==> src/rtl/hs_arb_pkg.sv <==
// Shared types for the round-robin packet arbiter: FSM states and the
// buffered beat format carried through the output FIFO.
package hs_arb_pkg;

    localparam int DATA_W_DEF = 32;

    typedef enum logic {
        IDLE = 1'b0,
        BUSY = 1'b1
    } arb_state_t;

    typedef struct packed {
        logic [DATA_W_DEF-1:0] data;
        logic                  last;
    } fifo_entry_t;

endpackage

==> src/rtl/hs_fifo2.sv <==
// Two-entry synchronous FIFO. Entry storage is reset so the head reads as
// zero when the FIFO has never been written.
module hs_fifo2
    import hs_arb_pkg::*;
#(
    parameter type entry_t = fifo_entry_t
) (
    input  logic       clk,
    input  logic       rst_n,
    input  logic       push,
    input  entry_t     push_entry,
    input  logic       pop,
    output entry_t     head,
    output logic       full,
    output logic       empty,
    output logic [1:0] count
);

    entry_t mem [2];
    logic   wr_ptr;
    logic   rd_ptr;
    logic   do_push;
    logic   do_pop;

    assign full    = (count == 2'd2);
    assign empty   = (count == 2'd0);
    assign do_push = push && !full;
    assign do_pop  = pop && !empty;
    assign head    = mem[rd_ptr];

    always_ff @(posedge clk or negedge rst_n) begin
        if (!rst_n) begin
            mem[0] <= '0;
            mem[1] <= '0;
            wr_ptr <= 1'b0;
            rd_ptr <= 1'b0;
            count  <= 2'd0;
        end else begin
            if (do_push) begin
                mem[wr_ptr] <= push_entry;
                wr_ptr      <= ~wr_ptr;
            end
            if (do_pop) begin
                rd_ptr <= ~rd_ptr;
            end
            // Simultaneous push and pop keeps the count.
            case ({do_push, do_pop})
                2'b10:   count <= count + 2'd1;
                2'b01:   count <= count - 2'd1;
                default: count <= count;
            endcase
        end
    end

endmodule

==> src/rtl/hs_rr_arbiter.sv <==
// Round-robin arbiter merging NUM_SRC valid/ready packet sources into one
// sink; the grant is held for a whole packet and output is FIFO-buffered.
module hs_rr_arbiter
    import hs_arb_pkg::*;
#(
    parameter int NUM_SRC = 4,
    parameter int DATA_W  = DATA_W_DEF,
    parameter int ID_W    = $clog2(NUM_SRC)
) (
    input  logic                      clk,
    input  logic                      rst_n,
    input  logic [NUM_SRC*DATA_W-1:0] src_data,
    input  logic [NUM_SRC-1:0]        src_last,
    input  logic [NUM_SRC-1:0]        src_valid,
    output logic [NUM_SRC-1:0]        src_ready,
    output logic [DATA_W-1:0]         snk_data,
    output logic                      snk_last,
    output logic                      snk_valid,
    input  logic                      snk_ready,
    output logic [ID_W-1:0]           grant_id,
    output logic                      busy
);

    typedef struct packed {
        logic [DATA_W-1:0] data;
        logic              last;
    } entry_t;

    arb_state_t        state;
    arb_state_t        state_nxt;
    logic [ID_W-1:0]   grant_nxt;
    logic [ID_W-1:0]   rr_ptr;
    logic [ID_W-1:0]   rr_nxt;
    logic [DATA_W-1:0] sel_data;
    logic              sel_last;
    logic              sel_valid;
    logic              accept;
    logic              fifo_full;
    logic              fifo_empty;
    logic [1:0]        fifo_count;
    entry_t            push_entry;
    entry_t            head;

    // First requester strictly after ptr, wrapping modulo NUM_SRC.
    function automatic logic [ID_W-1:0] rr_pick(input logic [ID_W-1:0]    ptr,
                                                input logic [NUM_SRC-1:0] req);
        logic [ID_W-1:0] cand;
        logic            found;
        rr_pick = ptr;
        found   = 1'b0;
        for (int k = 1; k <= NUM_SRC; k++) begin
            cand = ID_W'((int'(ptr) + k) % NUM_SRC);
            if (!found && req[cand]) begin
                rr_pick = cand;
                found   = 1'b1;
            end
        end
    endfunction

    always_comb begin
        sel_data  = '0;
        sel_last  = 1'b0;
        sel_valid = 1'b0;
        src_ready = '0;
        for (int i = 0; i < NUM_SRC; i++) begin
            if (grant_id == ID_W'(i)) begin
                sel_data  = src_data[i*DATA_W +: DATA_W];
                sel_last  = src_last[i];
                sel_valid = src_valid[i];
            end
            // Ready depends only on registered state, never on snk_ready.
            src_ready[i] = (state == BUSY) && (grant_id == ID_W'(i)) && !fifo_full;
        end
    end

    assign accept     = (state == BUSY) && sel_valid && !fifo_full;
    assign push_entry = {sel_data, sel_last};

    always_ff @(posedge clk or negedge rst_n) begin
        if (!rst_n) begin
            state    <= IDLE;
            grant_id <= '0;
            rr_ptr   <= ID_W'(NUM_SRC - 1);
        end else begin
            state    <= state_nxt;
            grant_id <= grant_nxt;
            rr_ptr   <= rr_nxt;
        end
    end

    always_comb begin
        state_nxt = state;
        grant_nxt = grant_id;
        rr_nxt    = rr_ptr;
        case (state)
            IDLE: begin
                if (|src_valid) begin
                    grant_nxt = rr_pick(rr_ptr, src_valid);
                    state_nxt = BUSY;
                end
            end
            BUSY: begin
                if (accept && sel_last) begin
                    rr_nxt    = grant_id;
                    state_nxt = IDLE;
                end
            end
        endcase
    end

    assign busy = (state == BUSY);

    hs_fifo2 #(
        .entry_t (entry_t)
    ) u_fifo (
        .clk        (clk),
        .rst_n      (rst_n),
        .push       (accept),
        .push_entry (push_entry),
        .pop        (!fifo_empty && snk_ready),
        .head       (head),
        .full       (fifo_full),
        .empty      (fifo_empty),
        .count      (fifo_count)
    );

    assign snk_valid = (fifo_count != 2'd0);
    assign snk_data  = head.data;
    assign snk_last  = head.last;

endmodule

==> config.mk <==
export PLATFORM = sky130hd
export DESIGN_NAME = hs_rr_arbiter
export DESIGN_NICKNAME = d
export VERILOG_FILES = /design/src/rtl/hs_arb_pkg.sv /design/src/rtl/hs_fifo2.sv /design/src/rtl/hs_rr_arbiter.sv
export SDC_FILE = /design/constraint.sdc
export NUM_CORES = 1
export LEC_CHECK = 0
export BUFFER_PORTS_ARGS = -buffer_cell sky130_fd_sc_hd__clkbuf_2
export CORE_UTILIZATION = 53
export DETAILED_ROUTE_END_ITERATION = 8
export PLACE_DENSITY = 0.94
export SLEW_MARGIN = 20
export SYNTH_ARGS = -nofsm -noshare
export SYNTH_HDL_FRONTEND = slang
export SYNTH_SLANG_ARGS = --single-unit
==> constraint.sdc <==
create_clock -name clk -period 2.8 [get_ports clk]
set_input_delay 0.56 -clock clk [delete_from_list [all_inputs] [get_ports clk]]
set_output_delay 0.56 -clock clk [all_outputs]
set_load 0.03 [all_outputs]
==> flow_metrics.env, run 1 <==
export IMPL_cts_setup_buffers=0
export IMPL_yosys_warnings=0
export IMPL_clock_power_share_pct=10.7
export IMPL_crit_arrival_ps=1890
export IMPL_antenna_found_initial=0
export IMPL_grt_total_usage_pct=24.62
export IMPL_whs_ps=342.6
export IMPL_synth_seq_cells=75
export IMPL_hp_class="in -> async"
export IMPL_cp_cell_sequence="buf_4 > nor3b_1 > clkbuf_2"
export IMPL_seqPwrFrac_pct=28.3
export IMPL_swShare_pct=41.12
export IMPL_yosysTopAreaCell="dfrtp_1"
export IMPL_crit_end="src_ready[2]"
export IMPL_cp_max_fo=22
export IMPL_ir_drop_v=0.0007016
export IMPL_drv_slew=0
export IMPL_setup_tns_ps=0
export IMPL_crit_family="flip-flops"
export IMPL_cp_depth=3
export IMPL_place_congestion=0.8752
export IMPL_grt_pass1_vias=3325
export IMPL_dpl_cell_area_um2=5376
export IMPL_finalSetupViolations=0
export IMPL_combPwrFrac_pct=61.0
export IMPL_multiInputGateArea_um2=2389
export IMPL_synth_area_leaders="dfrtp_1, mux2_4, mux4_2, mux2_1, mux2_2"
export IMPL_timing_critical_path_buf_inv=2
export IMPL_routed_wl_um=10080
export IMPL_cap_violations=0
export IMPL_nFillCells=555
export IMPL_rr_endpoint="u_fifo.mem[36]"
export IMPL_cts_root_buf="clkbuf_8"
export IMPL_cp_slowest_cell="dfrtp_2"
export IMPL_r2r_cells=5
export IMPL_relSlewSlack_pct=39.38
export IMPL_p_per_area_nw_per_um2=1351
export IMPL_seq_area_frac_synth_pct=42.59
export IMPL_p_leak_nw=2.759
export IMPL_cts_buffer_depth=2
export IMPL_yosysMostFrequentCell="dfrtp_1"
export IMPL_intPower_mw=4.431
export IMPL_layout_nets=587
export IMPL_ant_nets=0
export IMPL_synth_fp_nets=410
export IMPL_utilization_pct=70.61
export IMPL_syn2layout_area_growth_pct=26.20
export IMPL_diodes=0
export IMPL_startpoint_type="flip-flop"
export IMPL_dieArea_um2=8696
export IMPL_avgRoutedWirePerCell_um=18.19
export IMPL_cts_tree="done"
export IMPL_io_buffers=179
export IMPL_grt_ovfl_total=0
export IMPL_row_count=32
export IMPL_synth_edff_count=0
export IMPL_drc=0
export IMPL_vias_per_cell=5.699
export IMPL_ys_types=34
export IMPL_ios=180
export IMPL_crit_path_start="grant_id[1]"
export IMPL_clk_latency_ps=340
export IMPL_critical_path_class="reg -> out"
export IMPL_hold_viol=0
export IMPL_syn_area_per_cell_um2=16.34
export IMPL_grt_start_max_net_pins=76
export IMPL_finalCritPeriodShare_pct=87.55
export IMPL_regArea_um2=1882
export IMPL_die_height_um=93.25
export IMPL_vias=3157
export IMPL_clock_skew_ps=8.458
export IMPL_cts_hold_buf=0
export IMPL_syn_area_um2=4413
export IMPL_drtIter0Drc=86
export IMPL_worst_pin_slew_ps=909.2
export IMPL_dieWidth_um=93.25
export IMPL_power_switching_mw=3.094
export IMPL_clkSlewWorstSetupHoldPaths_ps=80
export IMPL_postSynthCellCount=270
export IMPL_netlist_top_cells_count="dfrtp_1, mux2_4, mux4_2"
export IMPL_initial_utilization_pct=55.95
export IMPL_firstDrtPassIters=4
export IMPL_slowest_delay_ps=700
export IMPL_synth_top_flop_cell="dfrtp_1"
export IMPL_core_area_um2=7888
export IMPL_synth_top_cell_area_share_pct=41.39
export IMPL_async_flop_share_pct=100.0
export IMPL_status="finished, final reports clean"
export IMPL_rsz0062_at_grt="false"
export IMPL_cts_htree_levels=3
export IMPL_min_period_ps=2451
export IMPL_grt_pass1_wl_um=16040
export IMPL_hpwl_um=7589
export IMPL_fmax_mhz=407.9
export IMPL_clock_sinks=75
export IMPL_cts_buffers=9
export IMPL_post_cts_resized=0
export IMPL_cp_required_ps=2240
export IMPL_crit_path_end_kind="output port"
export IMPL_reg2reg_slack_ps=440
export IMPL_fin_area_um2=5569
export IMPL_layout_drive_gt1_share_pct=71.24
export IMPL_r2r_start="grant_id[1]"
[cells by family after synthesis]
group / synth area share (%)
flip-flops: 42.59
multiplexers: 48.43
XOR/XNOR: 0.9925
adder cells (fa/ha/maj): 0.2835
AO/OA/AOI/OAI: 1.814
AND/OR/NAND/NOR: 2.438
buffers and inverters: 3.459
[metrics by stage]
step	worst slack [ps]	std cells	total power, mW
3_3_place_gp	545.6	538	6.525
5_1_grt	265.4	554	7.944
2_1_floorplan	243.4	270	5.724
3_5_place_dp	462.4	538	6.744
4_1_cts	346.2	554	7.585
6_report	348.6	554	7.525
[routing by layer]
metal | share of wire, % | track usage (%) | vias to the layer above
li1 | - | - | 1386
met1 | 40 | 29.75 | 1578
met2 | 52 | 43.87 | 173
met3 | 5.9 | 3.496 | 20
met4 | 2.6 | 10.51 | 0
met5 | 0 | 0 | -
[placed cells by master, fill, tap and decap left out, types with 2 or more instances in the layout]
cell | Yosys | final
buf_4 | 0 | 8
dfrtp_1 | 73 | 71
nand2b_1 | 4 | 4
mux2_4 | 60 | 60
nor3b_1 | 2 | 2
a22oi_1 | 2 | 2
inv_1 | 2 | 2
xor2_1 | 2 | 2
mux2_1 | 23 | 23
clkbuf_8 | 0 | 9
nand2_1 | 2 | 2
mux2i_1 | 2 | 2
dfrtp_2 | 0 | 2
xnor2_1 | 3 | 3
nor2_1 | 4 | 4
clkinvlp_4 | 0 | 2
mux2_2 | 19 | 19
clkinv_2 | 0 | 3
mux4_2 | 33 | 33
clkbuf_2 | 0 | 178
dfstp_2 | 2 | 2
[area by class of cell]
class	instances	area share, %
inverter	2	0.1348
multi-input combinational	172	42.89
clock inverter	7	1.236
tap	102	2.292
timing repair buffer	187	17.43
clock buffer	9	2.224
sequential	75	33.79
[power by group through the flow]
stage               Sequential (mW)  Combinational, mW  Clock, mW
finish                         2.13               4.59      0.803
global route                   2.20               4.87      0.871
CTS                            2.12               4.64      0.825
detailed placement             2.12               4.62          0
global placement               2.07               4.46          0
floorplan                      1.96               3.77          0
[flip-flops by register name (all words and copies together) (netlist names)]
name and count:
busy 1, grant_id 2, rr_ptr 2, u_fifo.count 2
u_fifo.mem 66, u_fifo.rd_ptr 1, u_fifo.wr_ptr 1
[how the worst min path moves through the flow]
stage                     depth (start not counted)  slack (ps)     startpoint       endpoint
after floorplan                                   0         260          rst_n           busy
after global placement                            1         460  u_fifo.mem[4]  u_fifo.mem[4]
after detailed placement                          1         470  u_fifo.mem[4]  u_fifo.mem[4]
after CTS                                         1         370          rst_n  u_fifo.mem[7]
after global routing                              1         430          rst_n  u_fifo.mem[7]
final                                             1         340          rst_n  u_fifo.mem[7]
Power figures use the tool's default switching activity.
==> run 2: changes to the inputs <==
- CORE_ASPECT_RATIO: default -> 1.1
==> run 2 against run 1 <==
Against the previous run:
- wire length increased by 5.8%
- hold slack got worse by 8.9 ps
- core utilization decreased by 0.53 points
- cell area increased by 0.63%
- critical path depth decreased by 1
- final cell count increased by 1.3%
- critical endpoint is now snk_data[11]
- largest power group unchanged
==> flow_metrics.env, run 2 (synthesis results as in run 1) <==
export IMPL_ios=180
export IMPL_fmax_mhz=406.0
export IMPL_p_leak_nw=2.768
export IMPL_hp_class="in -> async"
export IMPL_regArea_um2=1883
export IMPL_avgRoutedWirePerCell_um=19.00
export IMPL_initial_utilization_pct=55.18
export IMPL_critical_path_class="reg -> out"
export IMPL_rsz0062_at_grt="false"
export IMPL_clock_sinks=75
export IMPL_cts_hold_buf=0
export IMPL_cp_slowest_cell="dfrtp_2"
export IMPL_drv_slew=0
export IMPL_reg2reg_slack_ps=570
export IMPL_cts_buffer_depth=2
export IMPL_regMostFlops="u_fifo.mem"
export IMPL_grt_ovfl_total=0
export IMPL_clk_latency_ps=350
export IMPL_place_congestion=0.7258
export IMPL_cp_required_ps=2240
export IMPL_final_common_cell="clkbuf_2"
export IMPL_finalCritPeriodShare_pct=87.97
export IMPL_ant_nets=0
export IMPL_clock_skew_ps=12.10
export IMPL_p_per_area_nw_per_um2=1358
export IMPL_drc=0
export IMPL_swShare_pct=41.35
export IMPL_core_area_um2=7998
export IMPL_r2r_cells=6
export IMPL_utilization_pct=70.07
export IMPL_finalSetupViolations=0
export IMPL_vias=3094
export IMPL_seqPwrFrac_pct=28.2
export IMPL_io_buffers=179
export IMPL_crit_path_end_kind="output port"
export IMPL_dieArea_um2=8695
export IMPL_cap_violations=0
export IMPL_largest_register_ffs=66
export IMPL_place_ws_ps=434.0
export IMPL_drtIter0Drc=73
export IMPL_worst_pin_slew_ps=915.5
export IMPL_post_cts_resized=0
export IMPL_firstDrtPassIters=4
export IMPL_combPwrFrac_pct=60.9
export IMPL_nFillCells=587
export IMPL_setup_tns_ps=0
export IMPL_cp_max_fo=34
export IMPL_intPower_mw=4.463
export IMPL_diodes=0
export IMPL_ir_drop_v=0.001002
export IMPL_cts_tree="done"
export IMPL_row_count=34
export IMPL_totalPowerFinal_mw=7.608
export IMPL_crit_arrival_ps=1900
export IMPL_rr_endpoint="u_fifo.mem[56]"
export IMPL_grt_start_max_net_pins=76
export IMPL_relSlewSlack_pct=38.96
export IMPL_layout_common_cells="clkbuf_2, dfrtp_1, mux2_4"
export IMPL_clkSlewWorstSetupHoldPaths_ps=90
export IMPL_cts_htree_levels=3
export IMPL_syn2layout_area_growth_pct=26.99
export IMPL_die_height_um=97.70
export IMPL_grt_pass1_vias=3550
export IMPL_r2r_start="grant_id[1]"
export IMPL_cts_root_buf="clkbuf_8"
export IMPL_power_switching_mw=3.146
export IMPL_slowest_delay_ps=930
export IMPL_grt_total_usage_pct=25.92
export IMPL_layout_setup_ws_ps=336.9
export IMPL_routed_wl_um=10660
export IMPL_hold_viol=0
export IMPL_status="finished, final reports clean"
export IMPL_dieWidth_um=89
export IMPL_vias_per_cell=5.515
export IMPL_cts_buffers=9
export IMPL_grt_pass1_wl_um=16850
export IMPL_clock_power_share_pct=10.9
export IMPL_multiInputGateArea_um2=2389
export IMPL_cp_cell_sequence="mux2_2 > clkbuf_2"
export IMPL_min_period_ps=2463
export IMPL_hpwl_um=7828
export IMPL_startpoint_type="flip-flop"
export IMPL_cts_setup_buffers=0
export IMPL_layout_nets=588
export IMPL_layout_drive_gt1_share_pct=71.52
export IMPL_antenna_found_initial=0
## run 2: final cells by class
cell class	instances	share of cell area [%]
multi-input combinational	172	42.62
inverter	2	0.1340
clock inverter	7	1.340
timing repair buffer	188	17.68
clock buffer	9	2.210
sequential	75	33.60
tap	108	2.411
## run 2: routing by layer
layer,routed length [um],global-route usage (%),vias to the layer above
met1,4109,29.12,1558
met5,0,0,-
met3,538,4.248,27
met2,5720,46.92,121
li1,-,-,1388
met4,292,12.09,0
## run 2: power by group through the flow
stage                     sequential (mW)  combinational, mW  clock, mW
after detailed placement             2.14               4.64          0
after global placement               2.10               4.48          0
final                                2.15               4.63      0.828
after floorplan                      1.96               3.77          0
after global routing                 2.21               4.91      0.878
after CTS                            2.14               4.68      0.849
## run 2: worst max path at each step
stage | from | to | cells past startpoint
final | u_fifo.rd_ptr | snk_data[11] | 2
after floorplan | grant_id[1] | src_ready[2] | 3
after CTS | u_fifo.rd_ptr | snk_data[11] | 2
after global routing | u_fifo.rd_ptr | snk_data[11] | 2
after global placement | src_valid[0] | u_fifo.mem[36] | 6
after detailed placement | src_valid[0] | u_fifo.mem[36] | 6
## run 2: per-stage QoR
step                      instances  instance area, um^2  hold WS [ps]
after global placement          545                 5405         463.2
after detailed placement        545                 5405         474.8
final                           561                 5604         333.7
after floorplan                 270                 4413         264.4
after CTS                       561                 5604         371.9
after global routing            561                 5604         418.3
## run 2: worst max-delay path: cells and delay by family, from the launching register on
kind,cells,cell delay (ps)
flip-flops,1,930
multiplexers,1,440
buffers and inverters,1,190
